## src/rtl/cdce_spi_pkg.sv

```systemverilog
// ============================================================================
// Module : cdce_spi_pkg
// Brief  : Shared types and constants for the CDCE SPI transmitter.
// Rev    : 1.0
// ============================================================================
`default_nettype none

package cdce_spi_pkg;

    localparam int CDCE_WORD_W    = 32;
    localparam int LE_HIGH_HALVES = 2;
    localparam int FRAME_HALVES   = 68;

    typedef enum logic [2:0] {
        IDLE  = 3'd0,
        SETUP = 3'd1,
        SHIFT = 3'd2,
        HOLD  = 3'd3,
        LATCH = 3'd4
    } cdce_state_t;

    function automatic int half_cnt_width(input int half_period);
        return (half_period * LE_HIGH_HALVES <= 2) ? 1 : $clog2(half_period * LE_HIGH_HALVES);
    endfunction

    function automatic logic lead_bit(input logic [CDCE_WORD_W-1:0] word, input logic lsb_first);
        return lsb_first ? word[0] : word[CDCE_WORD_W-1];
    endfunction

endpackage

`default_nettype wire

```

## src/rtl/cdce_spi_half_tick.sv

```systemverilog
// ============================================================================
// Module : cdce_spi_half_tick
// Brief  : Loadable down-counter; tick is high while the count sits at zero.
// Rev    : 1.0
// ============================================================================
`default_nettype none

module cdce_spi_half_tick #(
    parameter int CNT_W = 3
) (
    input  logic             clk,
    input  logic             reset,
    input  logic             load,
    input  logic [CNT_W-1:0] load_value,
    output logic             tick
);

    logic [CNT_W-1:0] r_count;

    always_ff @(posedge clk or posedge reset) begin
        if (reset) begin
            r_count <= '0;
        end else if (load) begin
            r_count <= load_value;
        end else if (r_count != '0) begin
            r_count <= r_count - 1'b1;
        end
    end

    assign tick = (r_count == '0);

endmodule

`default_nettype wire

```

## src/rtl/cdce_spi_transmitter.sv

```systemverilog
// ============================================================================
// Module : cdce_spi_transmitter
// Brief  : Shifts one 32-bit CDCE register word out as an SPI frame (68*H clk).
//          Optional MISO capture enabled by the CDCE_READBACK_EN macro.
// Rev    : 1.0
// ============================================================================
`default_nettype none

module cdce_spi_transmitter
    import cdce_spi_pkg::*;
#(
    parameter int HALF_PERIOD = 4,
    parameter bit LSB_FIRST   = 1'b1
) (
    input  logic                   clk,
    input  logic                   reset,
    input  logic                   start_transaction,
    input  logic [CDCE_WORD_W-1:0] cdce_command,
    output logic                   serial_ready,
    output logic                   spi_clk,
    output logic                   spi_mosi,
    output logic                   spi_le
`ifdef CDCE_READBACK_EN
    ,
    input  logic                   spi_miso,
    output logic [CDCE_WORD_W-1:0] read_data,
    output logic                   read_valid
`endif
);

    localparam int CNT_W = half_cnt_width(HALF_PERIOD);
    localparam logic [CNT_W-1:0] C_HALF_LOAD  = CNT_W'(HALF_PERIOD - 1);
    localparam logic [CNT_W-1:0] C_LATCH_LOAD = CNT_W'(LE_HIGH_HALVES * HALF_PERIOD - 1);

    cdce_state_t            r_state, w_state_nxt;
    logic [CDCE_WORD_W-1:0] r_shift, w_shifted;
    logic [4:0]             r_bit_cnt, w_bit_nxt;
    logic                   r_high, w_high_nxt;
    logic                   r_spi_clk, w_clk_nxt;
    logic                   r_spi_le, w_le_nxt;
    logic                   r_ready, w_rdy_nxt;
    logic                   r_mosi;
    logic                   w_tick, w_load, w_accept, w_advance, w_done;
    logic [CNT_W-1:0]       w_load_val;

    cdce_spi_half_tick #(.CNT_W(CNT_W)) u_half_tick (
        .clk        (clk),
        .reset      (reset),
        .load       (w_load),
        .load_value (w_load_val),
        .tick       (w_tick)
    );

    always_ff @(posedge clk or posedge reset) begin
        if (reset) begin
            r_state <= IDLE;
        end else begin
            r_state <= w_state_nxt;
        end
    end

    always_comb begin
        w_state_nxt = r_state;
        w_load      = 1'b0;
        w_load_val  = C_HALF_LOAD;
        w_clk_nxt   = r_spi_clk;
        w_le_nxt    = r_spi_le;
        w_rdy_nxt   = r_ready;
        w_high_nxt  = r_high;
        w_bit_nxt   = r_bit_cnt;
        w_accept    = 1'b0;
        w_advance   = 1'b0;
        w_done      = 1'b0;
        case (r_state)
            IDLE: begin
                if (start_transaction) begin
                    w_state_nxt = SETUP;
                    w_load      = 1'b1;
                    w_accept    = 1'b1;
                    w_le_nxt    = 1'b0;
                    w_rdy_nxt   = 1'b0;
                    w_bit_nxt   = 5'd0;
                    w_high_nxt  = 1'b0;
                end
            end
            SETUP: begin
                if (w_tick) begin
                    w_state_nxt = SHIFT;
                    w_load      = 1'b1;
                    w_clk_nxt   = 1'b1;
                    w_high_nxt  = 1'b1;
                end
            end
            SHIFT: begin
                if (w_tick) begin
                    w_load = 1'b1;
                    if (r_high) begin
                        // Data moves on the falling edge; the last bit stays put through HOLD.
                        w_clk_nxt  = 1'b0;
                        w_high_nxt = 1'b0;
                        w_advance  = (r_bit_cnt != 5'd31);
                    end else if (r_bit_cnt == 5'd31) begin
                        w_state_nxt = HOLD;
                    end else begin
                        w_bit_nxt  = r_bit_cnt + 5'd1;
                        w_clk_nxt  = 1'b1;
                        w_high_nxt = 1'b1;
                    end
                end
            end
            HOLD: begin
                if (w_tick) begin
                    w_state_nxt = LATCH;
                    w_load      = 1'b1;
                    w_load_val  = C_LATCH_LOAD;
                    w_le_nxt    = 1'b1;
                end
            end
            LATCH: begin
                if (w_tick) begin
                    w_state_nxt = IDLE;
                    w_rdy_nxt   = 1'b1;
                    w_done      = 1'b1;
                end
            end
            default: begin
                w_state_nxt = IDLE;
            end
        endcase
    end

    assign w_shifted = LSB_FIRST ? (r_shift >> 1) : (r_shift << 1);

    always_ff @(posedge clk or posedge reset) begin
        if (reset) begin
            r_shift   <= '0;
            r_mosi    <= 1'b0;
            r_spi_clk <= 1'b0;
            r_spi_le  <= 1'b1;
            r_ready   <= 1'b1;
            r_high    <= 1'b0;
            r_bit_cnt <= 5'd0;
        end else begin
            r_spi_clk <= w_clk_nxt;
            r_spi_le  <= w_le_nxt;
            r_ready   <= w_rdy_nxt;
            r_high    <= w_high_nxt;
            r_bit_cnt <= w_bit_nxt;
            if (w_accept) begin
                r_shift <= cdce_command;
                r_mosi  <= lead_bit(cdce_command, LSB_FIRST);
            end else if (w_advance) begin
                r_shift <= w_shifted;
                r_mosi  <= lead_bit(w_shifted, LSB_FIRST);
            end
        end
    end

    assign serial_ready = r_ready;
    assign spi_clk      = r_spi_clk;
    assign spi_mosi     = r_mosi;
    assign spi_le       = r_spi_le;

`ifdef CDCE_READBACK_EN
    logic                   r_clk_q;
    logic [CDCE_WORD_W-1:0] r_rx;
    logic [CDCE_WORD_W-1:0] r_read_data;
    logic                   r_read_valid;

    // MISO is taken one clk after spi_clk goes high, well inside the high half.
    always_ff @(posedge clk or posedge reset) begin
        if (reset) begin
            r_clk_q      <= 1'b0;
            r_rx         <= '0;
            r_read_data  <= '0;
            r_read_valid <= 1'b0;
        end else begin
            r_clk_q      <= r_spi_clk;
            r_read_valid <= w_done;
            if (r_spi_clk && !r_clk_q) begin
                r_rx <= LSB_FIRST ? {spi_miso, r_rx[CDCE_WORD_W-1:1]}
                                  : {r_rx[CDCE_WORD_W-2:0], spi_miso};
            end
            if (w_done) begin
                r_read_data <= r_rx;
            end
        end
    end

    assign read_data  = r_read_data;
    assign read_valid = r_read_valid;
`endif

endmodule

`default_nettype wire
```

## config.mk

```make
export PLATFORM = sky130hd
export DESIGN_NAME = cdce_spi_transmitter
export DESIGN_NICKNAME = d
export VERILOG_FILES = /design/src/rtl/cdce_spi_pkg.sv /design/src/rtl/cdce_spi_half_tick.sv /design/src/rtl/cdce_spi_transmitter.sv
export SDC_FILE = /design/constraint.sdc
export NUM_CORES = 1
export LEC_CHECK = 0
export BUFFER_PORTS_ARGS = -buffer_cell sky130_fd_sc_hd__buf_2
export CORE_ASPECT_RATIO = 0.8
export CORE_MARGIN = 2
export CORE_UTILIZATION = 45
export DETAILED_ROUTE_END_ITERATION = 16
export GPL_ROUTABILITY_DRIVEN = 0
export PLACE_DENSITY = 0.77
export SLEW_MARGIN = 40
export SYNTH_ARGS = -nofsm -noshare
export SYNTH_HDL_FRONTEND = slang
export SYNTH_SLANG_ARGS = --single-unit
```

## constraint.sdc

```tcl
create_clock -name clk -period 5.4 [get_ports clk]
set_input_delay 0 -clock clk [delete_from_list [all_inputs] [get_ports clk]]
set_output_delay 0 -clock clk [all_outputs]
set_load 0.005 [all_outputs]
```

==> results.txt <==
STA classifies the critical path endpoint as a flip-flop. The clock sink count is 47. The number of synthesis warnings is 0. The minimum clock period after layout came out at around 2400 ps. The number of pins with negative max-slew slack in the final report is 0. In this run the deepest clock path goes through 2 buffers.

Summing every instance area after synthesis gives approximately 2300 um^2. In this run the count of I/O pins placed on the die edge is 39. The via count of the first global-routing pass came to 1,607. The flow ran to the end, and the final reports show no timing, DRC or antenna violations.

At the later pin of the worst-skew pair, clock insertion delay measures about 300 ps. The total DRC errors in the routed layout came out at 0. The die covers 5750 um^2.

The part of the cycle the worst path needs is between 40% and 50%. The total of cells resized after clock tree synthesis is 0. The required time of the worst setup path is between 5000 and 6000 ps.

Setup repair after global routing left no endpoint under its margin. The number of standard cells after synthesis is between 150 and 200. The launching point of the worst reg2reg path is r_bit_cnt[0]$_DFFE_PP0P_.

In this run the tightest slew margin relative to its limit is between 60% and 70%. The via count normalized by instance count came out at between 5 and 6. The peak ir drop on the vdd network is approximately 0.00019 V. The synthesis-to-layout area growth came out at 17.4%.

The height of the die is 68.2 um. The total leakage power is around 1.3 nW. The family with the most delay on the worst path is simple AND/OR/NAND/NOR gates. Power spread over the standard cell area amounts to roughly 490 nW/um^2. Synthesis inferred 47 register bits. By area the synthesized netlist is led by dfrtp_1 49%, a221o_1 13%, and2_1 8.6%. The placeable core area is around 5000 um^2.

The average wire per cell in the routed design is around 16 um. The global router's overall resource usage came out at between 15 and 20%. For this block, the initial DRC count from the detailed router was roughly 160. The number of max-capacitance violations reported came out at 0. The share of layout cells above drive strength 1 came out at 25.5%. TritonCTS built the clock tree. The type of the worst setup path is flip-flop to flip-flop. The leading register cell type out of synthesis is dfrtp_1. The overall power came out at ~0.0013 W.

The tree is rooted in a clkbuf_8. The post-route setup TNS is 0 ps. The setup slack of the most critical reg-to-reg path came out at 2980 ps. The global-route wire length before repair came out at between 7000 and 8000 um. The post-detailed-placement half-perimeter wirelength is between 3000 and 4000 um.

In this run the mean area of a mapped cell was between 10 and 15 um^2. The unique cell type count in the Yosys netlist came out at 45. The count of filler cells inserted in the layout came out at between 400 and 500.

After synthesis, the most frequently instantiated cells are 45 x dfrtp_1, 32 x and2_1, 30 x a221o_1. The pre-CTS setup slack came out at between 3000 and 4000 ps. The synthesized design devotes to its leading area cell type between 40% and 50% of total area. The worst hold path begins at cdce_command[24].

The worst hold path stage count came out at 3. The clock-pin slew on the worst setup and hold paths came out at roughly 90 ps. The largest net degree at the start of global routing came out at 48. The post-synth net total is approximately 240. The final antenna diode count is 0. In the post-synthesis netlist, the cell with the most instances is dfrtp_1. For this design, the slowest cell found on the critical path is and2_2. The data arrival at the endpoint of the critical path is approximately 2700 ps. For this block, the via count after detailed routing is 1,698. The number of buffers and inverters on the critical path came out at 0. Counting stages on the worst path, the most repeated cell is ha_1.

The initial utilization of the core area, before any placement, comes to 46.6%. Buffers placed on the I/O ports in this run total 38. At the pin with the least slew margin, the transition time is around 580 ps.

The synthesized design contains 0 enable-type register cells. Of all flip-flops after synthesis, the portion carrying an async set or reset was between 90% and 100%. The first TritonRoute pass finished after 4 iterations. The total overflow left after global routing is 0. For hold timing, the worst endpoint is r_shift[24]$_DFFE_PP0P_.

Traced cell by cell, the critical path runs through ha_1 > and3_1 > ha_1 > nor4b_4 > and2_2 > a221o_1. The fmax came out at 0.412 GHz. The initial antenna violation count came out at 0.

After layout, the worst setup slack is a little under 3000 ps. In this run the horizontal extent of the chip is 84.3 um. In this run the remaining antenna-violating nets after routing total 0.

The endpoint of the worst-slack reg-to-reg timing path is r_shift[9]$_DFFE_PP0P_. The post-synthesis sequential area ratio is between 50% and 60%. The kind of launch point of the worst setup path is a flip-flop.

The post-synthesis cell type with the largest combined area is dfrtp_1. The maximum fanout along the worst path is 31. The tightest min-delay check is of the input port to flip-flop type. After floorplanning, the core was divided into 23 placement rows. The net total in the final layout is 277.

The maximum cell stage delay along the critical path came out at between 600 and 700 ps. In this run, CTS created clock tree buffers numbering 5. The number of cells traversed by the worst register-to-register path is 6. Between clock sinks in the finished design, the worst skew comes to 10.3 ps.

The number of levels the H-tree was split into came out at 2. The final count of hold timing violations came to 0. Setup violations remaining at the end of the flow were counted as 0.

Wires add up to 4740 um.
[kinds of logic after synthesis]
family                   Yosys count  synth area share [%]
AO/OA/AOI/OAI                     59                  22.0
XOR/XNOR                           1                 0.378
adder cells (fa/ha/maj)            4                  2.16
buffers and inverters             18                  4.48
flip-flops                        47                  50.8
multiplexers                       1                 0.485
AND/OR/NAND/NOR                   66                  19.7
[worst min-delay path, delay by kind of cell]
family          cells  cell delay (ps)
buf+inv             1               70
simple gates        1              110
compound gates      1              100
[report_power, final]
part           switching (W)  internal (W)  leakage, nW
combinational       0.000189      0.000239        0.635
sequential          0.000136      0.000507        0.584
clock               0.000114      0.000150       0.0612
[cell type report]
| cell class | count | area [um^2] | share of cell area, % |
|---|---|---|---|
| repair buffers | 48 | 285 | 10.5 |
| clock buffers | 6 | 82.6 | 3.03 |
| well taps | 62 | 77.6 | 2.85 |
| multi-input cells | 131 | 1040 | 38.3 |
| flip-flops and latches | 47 | 1180 | 43.3 |
| inverters | 5 | 21.3 | 0.781 |
| clock inverters | 2 | 35.0 | 1.29 |
[placed cells by master (no fill, tap or decap), types with 3 or more instances in the layout]
cell type,instances
dfrtp_1,45
buf_2,38
and2_1,31
a221o_1,30
dlygate4sd3_1,8
clkbuf_8,6
nor2_1,5
a31oi_1,5
nand2_1,5
inv_1,4
o21ai_0,4
a22o_1,4
ha_1,4
a21o_1,3
[how the worst max path moves through the flow]
stage                        startpoint                       to  cells after the start
6_report       r_bit_cnt[0]$_DFFE_PP0P_   r_shift[9]$_DFFE_PP0P_                      6
5_1_grt        r_bit_cnt[0]$_DFFE_PP0P_   r_shift[0]$_DFFE_PP0P_                      6
4_1_cts        r_bit_cnt[0]$_DFFE_PP0P_   r_shift[9]$_DFFE_PP0P_                      6
3_5_place_dp   r_bit_cnt[0]$_DFFE_PP0P_   r_shift[9]$_DFFE_PP0P_                      6
3_3_place_gp   r_bit_cnt[0]$_DFFE_PP0P_  r_shift[18]$_DFFE_PP0P_                      6
2_1_floorplan  r_bit_cnt[0]$_DFFE_PP0P_   r_shift[0]$_DFFE_PP0P_                      7
[per-stage QoR]
stage / std cells / hold slack, ps / utilization, % / instance area, um^2
5_1_grt: 301 / 10.6 / 54.7 / 2720
6_report: 301 / 1.39 / 54.7 / 2720
3_3_place_gp: 285 / 224 / 50.6 / 2520
2_1_floorplan: 196 / 122 / - / 2320
3_5_place_dp: 285 / 111 / 50.7 / 2520
4_1_cts: 300 / 0.0281 / 54.5 / 2710
[state kept, by name (all words and copies together) (netlist names)]
signal,cells
spi_le,1
spi_clk,1
r_high,1
u_half_tick.r_count,3
serial_ready,1
r_state,3
r_shift,32
r_bit_cnt,5
[layer usage]
metal	routed length, um	global-route usage, %
met1	2330	25.4
met2	2140	27.4
met3	225	4.46
met4	51	4.23
met5	0	0
[what timing repair did]
action,CTS,global route
hold endpoints to repair,51,1
hold buffers,7,1
buffers inserted,0,0
Note: power is estimated with default switching activity, not from simulation.
